==> config.mk <==
export PLATFORM = sky130hd
export DESIGN_NAME = amstrad_asic_unlock
export DESIGN_NICKNAME = d
export VERILOG_FILES = /design/src/rtl/amstrad_asic_unlock.sv
export SDC_FILE = /design/constraint.sdc
export NUM_CORES = 1
export LEC_CHECK = 0
export CAP_MARGIN = 25
export CORE_ASPECT_RATIO = 1.5
export CORE_MARGIN = 2
export CORE_UTILIZATION = 45
export CTS_CLUSTER_DIAMETER = 150
export DETAILED_ROUTE_END_ITERATION = 10
export PLACE_DENSITY = 0.85
export SLEW_MARGIN = 20
export SYNTH_ARGS = -nofsm -noshare
export SYNTH_HDL_FRONTEND = slang
export SYNTH_SLANG_ARGS = --single-unit
==> constraint.sdc <==
create_clock -name CLK -period 5 [get_ports CLK]
set_clock_uncertainty 0.15 [all_clocks]
set_input_delay 1 -clock CLK [delete_from_list [all_inputs] [get_ports CLK]]
set_output_delay 1 -clock CLK [all_outputs]
set_load 0.01 [all_outputs]
==> src/rtl/amstrad_asic_unlock.sv <==
// CPC Plus ASIC unlock-sequence detector snooping CRTC-select I/O writes.
// Optional debug outputs (state, index, unlock counter) when UNLOCK_DEBUG_EN is defined.
module amstrad_asic_unlock #(
  parameter int unsigned FULL_DECODE = 0,
  parameter logic [7:0]  UNLOCK_BYTE = 8'hEE
) (
  input  logic        CLK,
  input  logic        reset,
  input  logic        plus_mode,
  input  logic        io_WR,
  input  logic [15:0] A,
  input  logic [7:0]  D,
  output logic        asic_unlocked,
  output logic        unlock_pulse,
  output logic        lock_pulse
`ifdef UNLOCK_DEBUG_EN
  ,
  output logic [1:0]  dbg_state,
  output logic [3:0]  dbg_idx,
  output logic [7:0]  dbg_unlock_cnt
`endif
);

  typedef enum logic [1:0] {
    IDLE  = 2'd0,
    WAIT0 = 2'd1,
    MATCH = 2'd2,
    FINAL = 2'd3
  } state_e;

  state_e     state_q, state_d;
  logic [3:0] idx_q, idx_d;
  logic       old_wr_q, old_wr_d;
  logic       unlocked_q, unlocked_d;
  logic       unlock_pulse_q, unlock_pulse_d;
  logic       lock_pulse_q, lock_pulse_d;
  logic       port_hit;
  logic       wr_event;
  logic       unused_addr_bits;

  function automatic logic [7:0] seq_byte(input logic [3:0] i);
    case (i)
      4'd0:    seq_byte = 8'hFF;
      4'd1:    seq_byte = 8'h77;
      4'd2:    seq_byte = 8'hB3;
      4'd3:    seq_byte = 8'h51;
      4'd4:    seq_byte = 8'hA8;
      4'd5:    seq_byte = 8'hD4;
      4'd6:    seq_byte = 8'h62;
      4'd7:    seq_byte = 8'h39;
      4'd8:    seq_byte = 8'h9C;
      4'd9:    seq_byte = 8'h46;
      4'd10:   seq_byte = 8'h2B;
      4'd11:   seq_byte = 8'h15;
      4'd12:   seq_byte = 8'h8A;
      4'd13:   seq_byte = 8'hCD;
      default: seq_byte = 8'h00;
    endcase
  endfunction

  // Partial decode mirrors the real GA: only A14 low and A9:A8 clear select the CRTC.
  assign port_hit = (FULL_DECODE != 0) ? (A[15:8] == 8'hBC)
                                       : (~A[14] && (A[9:8] == 2'b00));
  assign unused_addr_bits = ^A[7:0];
  assign old_wr_d = io_WR;
  assign wr_event = io_WR & ~old_wr_q & port_hit & plus_mode;

  always_ff @(posedge CLK or posedge reset) begin
    if (reset) begin
      state_q        <= IDLE;
      idx_q          <= '0;
      old_wr_q       <= 1'b0;
      unlocked_q     <= 1'b0;
      unlock_pulse_q <= 1'b0;
      lock_pulse_q   <= 1'b0;
    end else begin
      state_q        <= state_d;
      idx_q          <= idx_d;
      old_wr_q       <= old_wr_d;
      unlocked_q     <= unlocked_d;
      unlock_pulse_q <= unlock_pulse_d;
      lock_pulse_q   <= lock_pulse_d;
    end
  end

  always_comb begin
    state_d = state_q;
    idx_d   = idx_q;
    if (!plus_mode) begin
      state_d = IDLE;
      idx_d   = '0;
    end else if (wr_event) begin
      case (state_q)
        IDLE: if (D != '0) state_d = WAIT0;
        WAIT0: if (D == '0) begin
          state_d = MATCH;
          idx_d   = '0;
        end
        MATCH: begin
          if (D == seq_byte(idx_q)) begin
            if (idx_q == 4'd13) state_d = FINAL;
            else                idx_d   = idx_q + 4'd1;
          end else if (D == '0) begin
            idx_d = '0;
          end else begin
            state_d = WAIT0;
          end
        end
        FINAL: begin
          if (D == '0) begin
            state_d = MATCH;
            idx_d   = '0;
          end else begin
            state_d = WAIT0;
          end
        end
        default: state_d = IDLE;
      endcase
    end
  end

  // Lock state only moves on the byte consumed in FINAL; strobes fire on real transitions.
  always_comb begin
    unlocked_d = unlocked_q;
    if (!plus_mode)
      unlocked_d = 1'b0;
    else if (wr_event && (state_q == FINAL))
      unlocked_d = (D == UNLOCK_BYTE);
    unlock_pulse_d = unlocked_d & ~unlocked_q;
    lock_pulse_d   = ~unlocked_d & unlocked_q;
  end

  assign asic_unlocked = unlocked_q;
  assign unlock_pulse  = unlock_pulse_q;
  assign lock_pulse    = lock_pulse_q;

`ifdef UNLOCK_DEBUG_EN
  logic [7:0] cnt_q, cnt_d;

  always_comb begin
    cnt_d = cnt_q;
    if (unlock_pulse_q && (cnt_q != '1))
      cnt_d = cnt_q + 8'd1;
  end

  always_ff @(posedge CLK or posedge reset) begin
    if (reset) cnt_q <= '0;
    else       cnt_q <= cnt_d;
  end

  assign dbg_state      = state_q;
  assign dbg_idx        = idx_q;
  assign dbg_unlock_cnt = cnt_q;
`endif

endmodule

# [After elaboration in Yosys (flattened, before gate mapping)]
# Memory sizes are Yosys's and may differ from the RTL's.
# Index checks and enable logic that the tools add are counted.
[word_totals] ff_bits=10 romBits=128 in_bits=28 output_inout_bits=3 word_cells=59 n_memories=1
[memory_table] name="(no name shown)" words=16 width=8 read_ports=1 rd_clocked_by_memory_dff=0 write_ports=0 line="42" rtl="case (i)"
[op_classes] add_sub_neg=1 n_eq_ne=13 n_mux=20 bitwise=9 reduce_logical=9
[op_table] cell="2-to-1 mux 8 bit" n=3
[op_table] cell="2-to-1 mux 4 bit" n=5
[op_table] cell="2-to-1 mux 2 bit" n=8
[op_table] cell="inequality test 4 bit, second input constant" n=3
[op_table] cell="== test 8 bit" n=1
[op_table] cell="== test 8 bit, second input constant" n=1
[op_table] cell="logical NOT 8 bit" n=1
[op_table] cell="one-hot mux 2 bit (4 select lines)" n=1
[op_table] cell="one-hot mux 4 bit (2 select lines)" n=1
[op_table] cell="nonzero test 8 bit" n=1
[op_table] cell="inequality test 3 bit, second input constant" n=2
[op_table] cell="AND 1 bit" n=5
[op_table] cell="AND reduction 5 bit" n=1
[op_table] cell="adder 4 x 1 -> 4 bit, second input constant" n=1
[op_table] cell="== test 2 bit, second input constant" n=2
[op_table] cell="== test 4 bit, second input constant" n=1
[op_table] cell="logical NOT 2 bit" n=2
[op_table] cell="NOT 1 bit" n=4
[op_table] cell="inequality test 3 x 2 -> 1 bit, second input constant" n=1
[op_table] cell="AND reduction 3 bit" n=1
[op_table] cell="== test 2 x 1 -> 1 bit, second input constant" n=1
[op_table] cell="logical AND 1 bit" n=2
[op_table] cell="2-to-1 mux 1 bit" n=2
[op_table] cell="inequality test 2 x 1 -> 1 bit, second input constant" n=1
[op_table] cell="OR reduction 2 bit" n=1

# [Logic depth before layout (Yosys ltp)]
[logic_depth] word_depth=11 ltp_mapped=10 ltp_nobuf=9

# [Worst setup path before layout]
# No wires, ideal clock.
[synth_path] path_type="register -> register" start="reg idx_q[1]" end="reg idx_q[1]" setup_ns=0.130 arrival_time_ns=2.475 required_time_ns=4.720 setup_slack_ns=2.245 path_stages_with_launch=10 n_path_buf=1 period_less_slack_ns=2.755 path_cell_list="dfrtp_1 > buf_2 > inv_1 > ha_1 > mux4_1 > xnor2_1 > nor3_1 > nand4_2 > a211oi_2 > o21ai_1"
[synth_between] elab_chain_cells=9 word_cells_on_any_way=15 classes_between="add/sub: 1; eq/ne: 3; mux: 9; reduce/logical: 1; memory: 1"
[synth_lines] item="start: declaration" line="32" rtl="logic [3:0] idx_q, idx_d;"
[synth_lines] item="start signal: assignment" line="78" rtl="idx_q <= idx_d;"
[synth_lines] item="memory (16 x 8 bit)"
[synth_lines] item="2-to-1 mux 8 bit" line="93" rtl="case (state_q)"
[synth_lines] item="2-to-1 mux 8 bit" line="92" rtl="end else if (wr_event) begin"
[synth_lines] item="2-to-1 mux 8 bit" line="89" rtl="if (!plus_mode) begin"
[synth_lines] item="== test 8 bit" line="100" rtl="if (D == seq_byte(idx_q)) begin"
[synth_lines] item="2-to-1 mux 4 bit" line="100"
[synth_lines] item="one-hot mux 4 bit (2 select lines)" line="93"
[synth_lines] item="2-to-1 mux 4 bit" line="92"
[synth_lines] item="2-to-1 mux 4 bit" line="89"
# Several ways; a longest one is shown, not always the timed one. The select of a mux whose other input is x is not followed.
# A chain may end at the register's enable or synchronous reset.

# [Final worst setup path]
[layout_path] start="in D[7]" end="reg idx_q[1]"
[layout_between] elab_chain_cells=6 word_cells_on_any_way=9 classes_between="eq/ne: 2; mux: 5; reduce/logical: 2"
[layout_lines] item="start: declaration" line="12" rtl="input logic [7:0] D,"
[layout_lines] item="logical NOT 8 bit" line="95, 103, 110"
[layout_lines] item="2-to-1 mux 4 bit"
[layout_lines] item="2-to-1 mux 4 bit" line="100"
[layout_lines] item="one-hot mux 4 bit (2 select lines)" line="93"
[layout_lines] item="2-to-1 mux 4 bit" line="92"
[layout_lines] item="2-to-1 mux 4 bit" line="89"
# Several ways; a longest one is shown, not always the timed one. The select of a mux whose other input is x is not followed.

==> impl_metrics.ini <==
[yosys]
synth_top_family_by_area = simple AND/OR/NAND/NOR gates
synth-simple-area-share = 0.262
yosys-top-cells-area = dfrtp_1 25%, ha_1 8.9%, mux2i_1 6.1%
synth_top_area_frac = 0.254
seq_area_frac_synth = 0.254
yosysWarningCount = 0
synth_fp_nets = 152
synthMuxAreaShare = 0.111
synth_cell_types = 36
ys_seq_elements = 10
synthXorXnorAreaFrac = 0.0623
synthAdderAreaFrac = 0.0889
synth_compound_area_frac = 0.158
synthCells = 117
yosysTopAreaCell = dfrtp_1
avgSynthCellArea_sq_um = 8.42
netlist_area_sq_um = 985

[cells_and_area]
area_delta_synth_final_pct = 21.1
antenna_cells = 0
fin_area_sq_um = 1190
fin_util = 0.581
regArea_sq_um = 250
multi_input_area_sq_um = 671
fillers = 185
nets = 170
drive_gt1_frac = 0.0672

[die]
dieArea_sq_um = 2590
rows = 20
start_util = 0.480
die_y_um = 61.3
core_sq_um = 2050
io_pins = 31
die_w_um = 42.2

[place]
dp_slack_ns = 1.52
dp_hpwl_mm = 1.72
port_buffers = 17
place_area_sq_um = 1160
place_congestion = 0.802

[detailed_routing]
post_drt_wl_per_cell_um = 13.9
first_pass_iters = 4
viasPerCell = 5.88
drc_errors = 0
dr_total_vias = 918
drt_wl_total_mm = 2.16
ant_nets = 0
drt_iter0_markers = 17

[timing]
worstMarginPinSlew_ns = 0.684
rsz0062_at_grt = false
period_minus_slack_ns = 3.21
fin_tns_setup_ns = 0
max_freq_mhz = 312
slew_viol_final = 0
finalSetupViolCount = 0
setup_slack_ns = 1.79
hold_viol = 0
relSlewSlack = 0.544
period_share = 0.642

[clocking]
clk_pin_slew_ns = 0.06
cts_setup_buffers = 0
insertion_delay_ns = 0.26
cts_sinks = 10
clockBufferDepth = 2
clockRootBuffer = clkbuf_4
cts_buffers = 3
h-tree-depth = 1
cts_tree = done
ctsHoldBuffers = 0
post_cts_resized = 0

[setup_path]
crit_slowest_cell = clkdlybuf4s50_1
crit_chain = clkdlybuf4s50_1 > nor3_1 > or4_4 > nor4b_4 > nand4_2 > a211oi_2 > o21ai_1
critical-path-top-delay-family = simple AND/OR/NAND/NOR gates
critPathKind = in -> reg
cp_data_arrival_time_ns = 3.19
crit_path_max_fanout = 6
critical-path-max-stage-delay_ns = 0.57
cp.buffers_inverters = 1
crit_cells = 7
reg2regPathDepth = 8
required_ns = 4.98
cp-end-kind = flip-flop
start_kind = primary input

[grt]
antenna_found_initial = 0
grt_util_all_layers = 0.178
grt_overflow_total = 0
grt_max_degree = 24
grt_pass1_wl_mm = 3.51
grt_pass1_vias = 859

[run]
maxCapViolCount = 0

[min_path]
holdPathStages = 1
min_path_type = reg -> reg

[power]
ir_drop_uv = 154
power.leakage_nw = 0.475
fin_total_pwr_w = 0.000179
powerDensity_nw_per_um2 = 150

[outcome]
status = finished, final reports clean
==> area by class of cell <==
class / count / share of cell area
clock buffers: 4 / 0.0304
repair buffers: 17 / 0.143
multi-input cells: 93 / 0.562
well taps: 22 / 0.0231
flip-flops and latches: 10 / 0.210
inverters: 10 / 0.0315
==> path summary, 6_finish.rpt <==
check                               from  slack, ns       endpoint
setup reg to reg                idx_q[1]       1.81       idx_q[1]
setup / recovery                    D[7]       1.79       idx_q[1]
min in group asynchronous          reset       0.86       idx_q[3]
hold / removal             asic_unlocked       0.34   unlock_pulse
max in group asynchronous          reset       3.57  asic_unlocked
hold reg to reg            asic_unlocked       0.34   unlock_pulse
==> worst reg2reg max path, stage by stage (launching register included) <==
cell	delay (ns)
dfrtp_1	0.57
inv_1	0.15
ha_1	0.38
mux4_1	0.56
xnor2_1	0.15
nor3_1	0.38
nand4_2	0.19
a211oi_2	0.39
o21ai_1	0.14
==> kinds of logic (layout without fill, tap and decap cells) <==
kind of cell | after synthesis | count (layout)
fa+ha+maj | 7 | 7
mux | 9 | 9
simple gates | 45 | 45
flops | 10 | 10
buf+inv | 14 | 31
compound gates | 25 | 25
xor+xnor | 7 | 7
==> per-layer routing <==
| layer | part of all wire | track usage |
|---|---|---|
| met1 | 0.41 | 0.202 |
| met2 | 0.52 | 0.316 |
| met3 | 0.043 | 0.0147 |
| met4 | 0.030 | 0.125 |
| met5 | 0 | 0 |
==> stage by stage <==
stage	std cells	hold WS, ns
6_report	156	0.345
5_1_grt	156	0.370
4_1_cts	156	0.351
3_5_place_dp	152	0.333
3_3_place_gp	152	0.321
2_1_floorplan	117	0.359
==> flip-flops by register name, indices dropped and copies added, names as in the netlist <==
name and flops:
idx_q 4, state_q 2, asic_unlocked 1, lock_pulse 1, old_wr_q 1, unlock_pulse 1
==> synthesized netlist by cell type (all sizes together) <==
cell type	count
mux2	2
o22ai	2
nand2b	1
inv	10
nor4b	1
nor2b	2
o31a	1
ha	7
mux4	1
nand3	3
and2	3
nor2	6
xnor2	4
mux2i	6
or4	1
a21oi	5
o21ai	10
and3	2
a22o	1
a211oi	2
nand4	2
nand2	13
o21a	2
buf	4
a31oi	1
nor4	4
nor3	5
o22a	1
and4	2
dfrtp	10
xor2	3
==> cell usage in the layout (no fill, tap or decap), drive strengths merged, types with 4 or more instances in the layout <==
| master | synthesis | layout |
|---|---|---|
| nor4 | 4 | 4 |
| clkdlybuf4s50 | 0 | 17 |
| mux2i | 6 | 6 |
| inv | 10 | 10 |
| clkbuf | 0 | 4 |
| xnor2 | 4 | 4 |
| nor3 | 5 | 5 |
| ha | 7 | 7 |
| a21oi | 5 | 5 |
| nand2 | 13 | 13 |
| nor2 | 6 | 6 |
| dfrtp | 10 | 10 |
| o21ai | 10 | 10 |
==> power breakdown <==
part	switching, W	total [W]	internal [W]
clock	0.0000263	0.0000705	0.0000442
sequential	0.000000405	0.0000819	0.0000815
combinational	0.0000117	0.0000265	0.0000148
total	0.0000384	0.000179	0.000140
No activity file was read; power rests on OpenSTA's default activity.
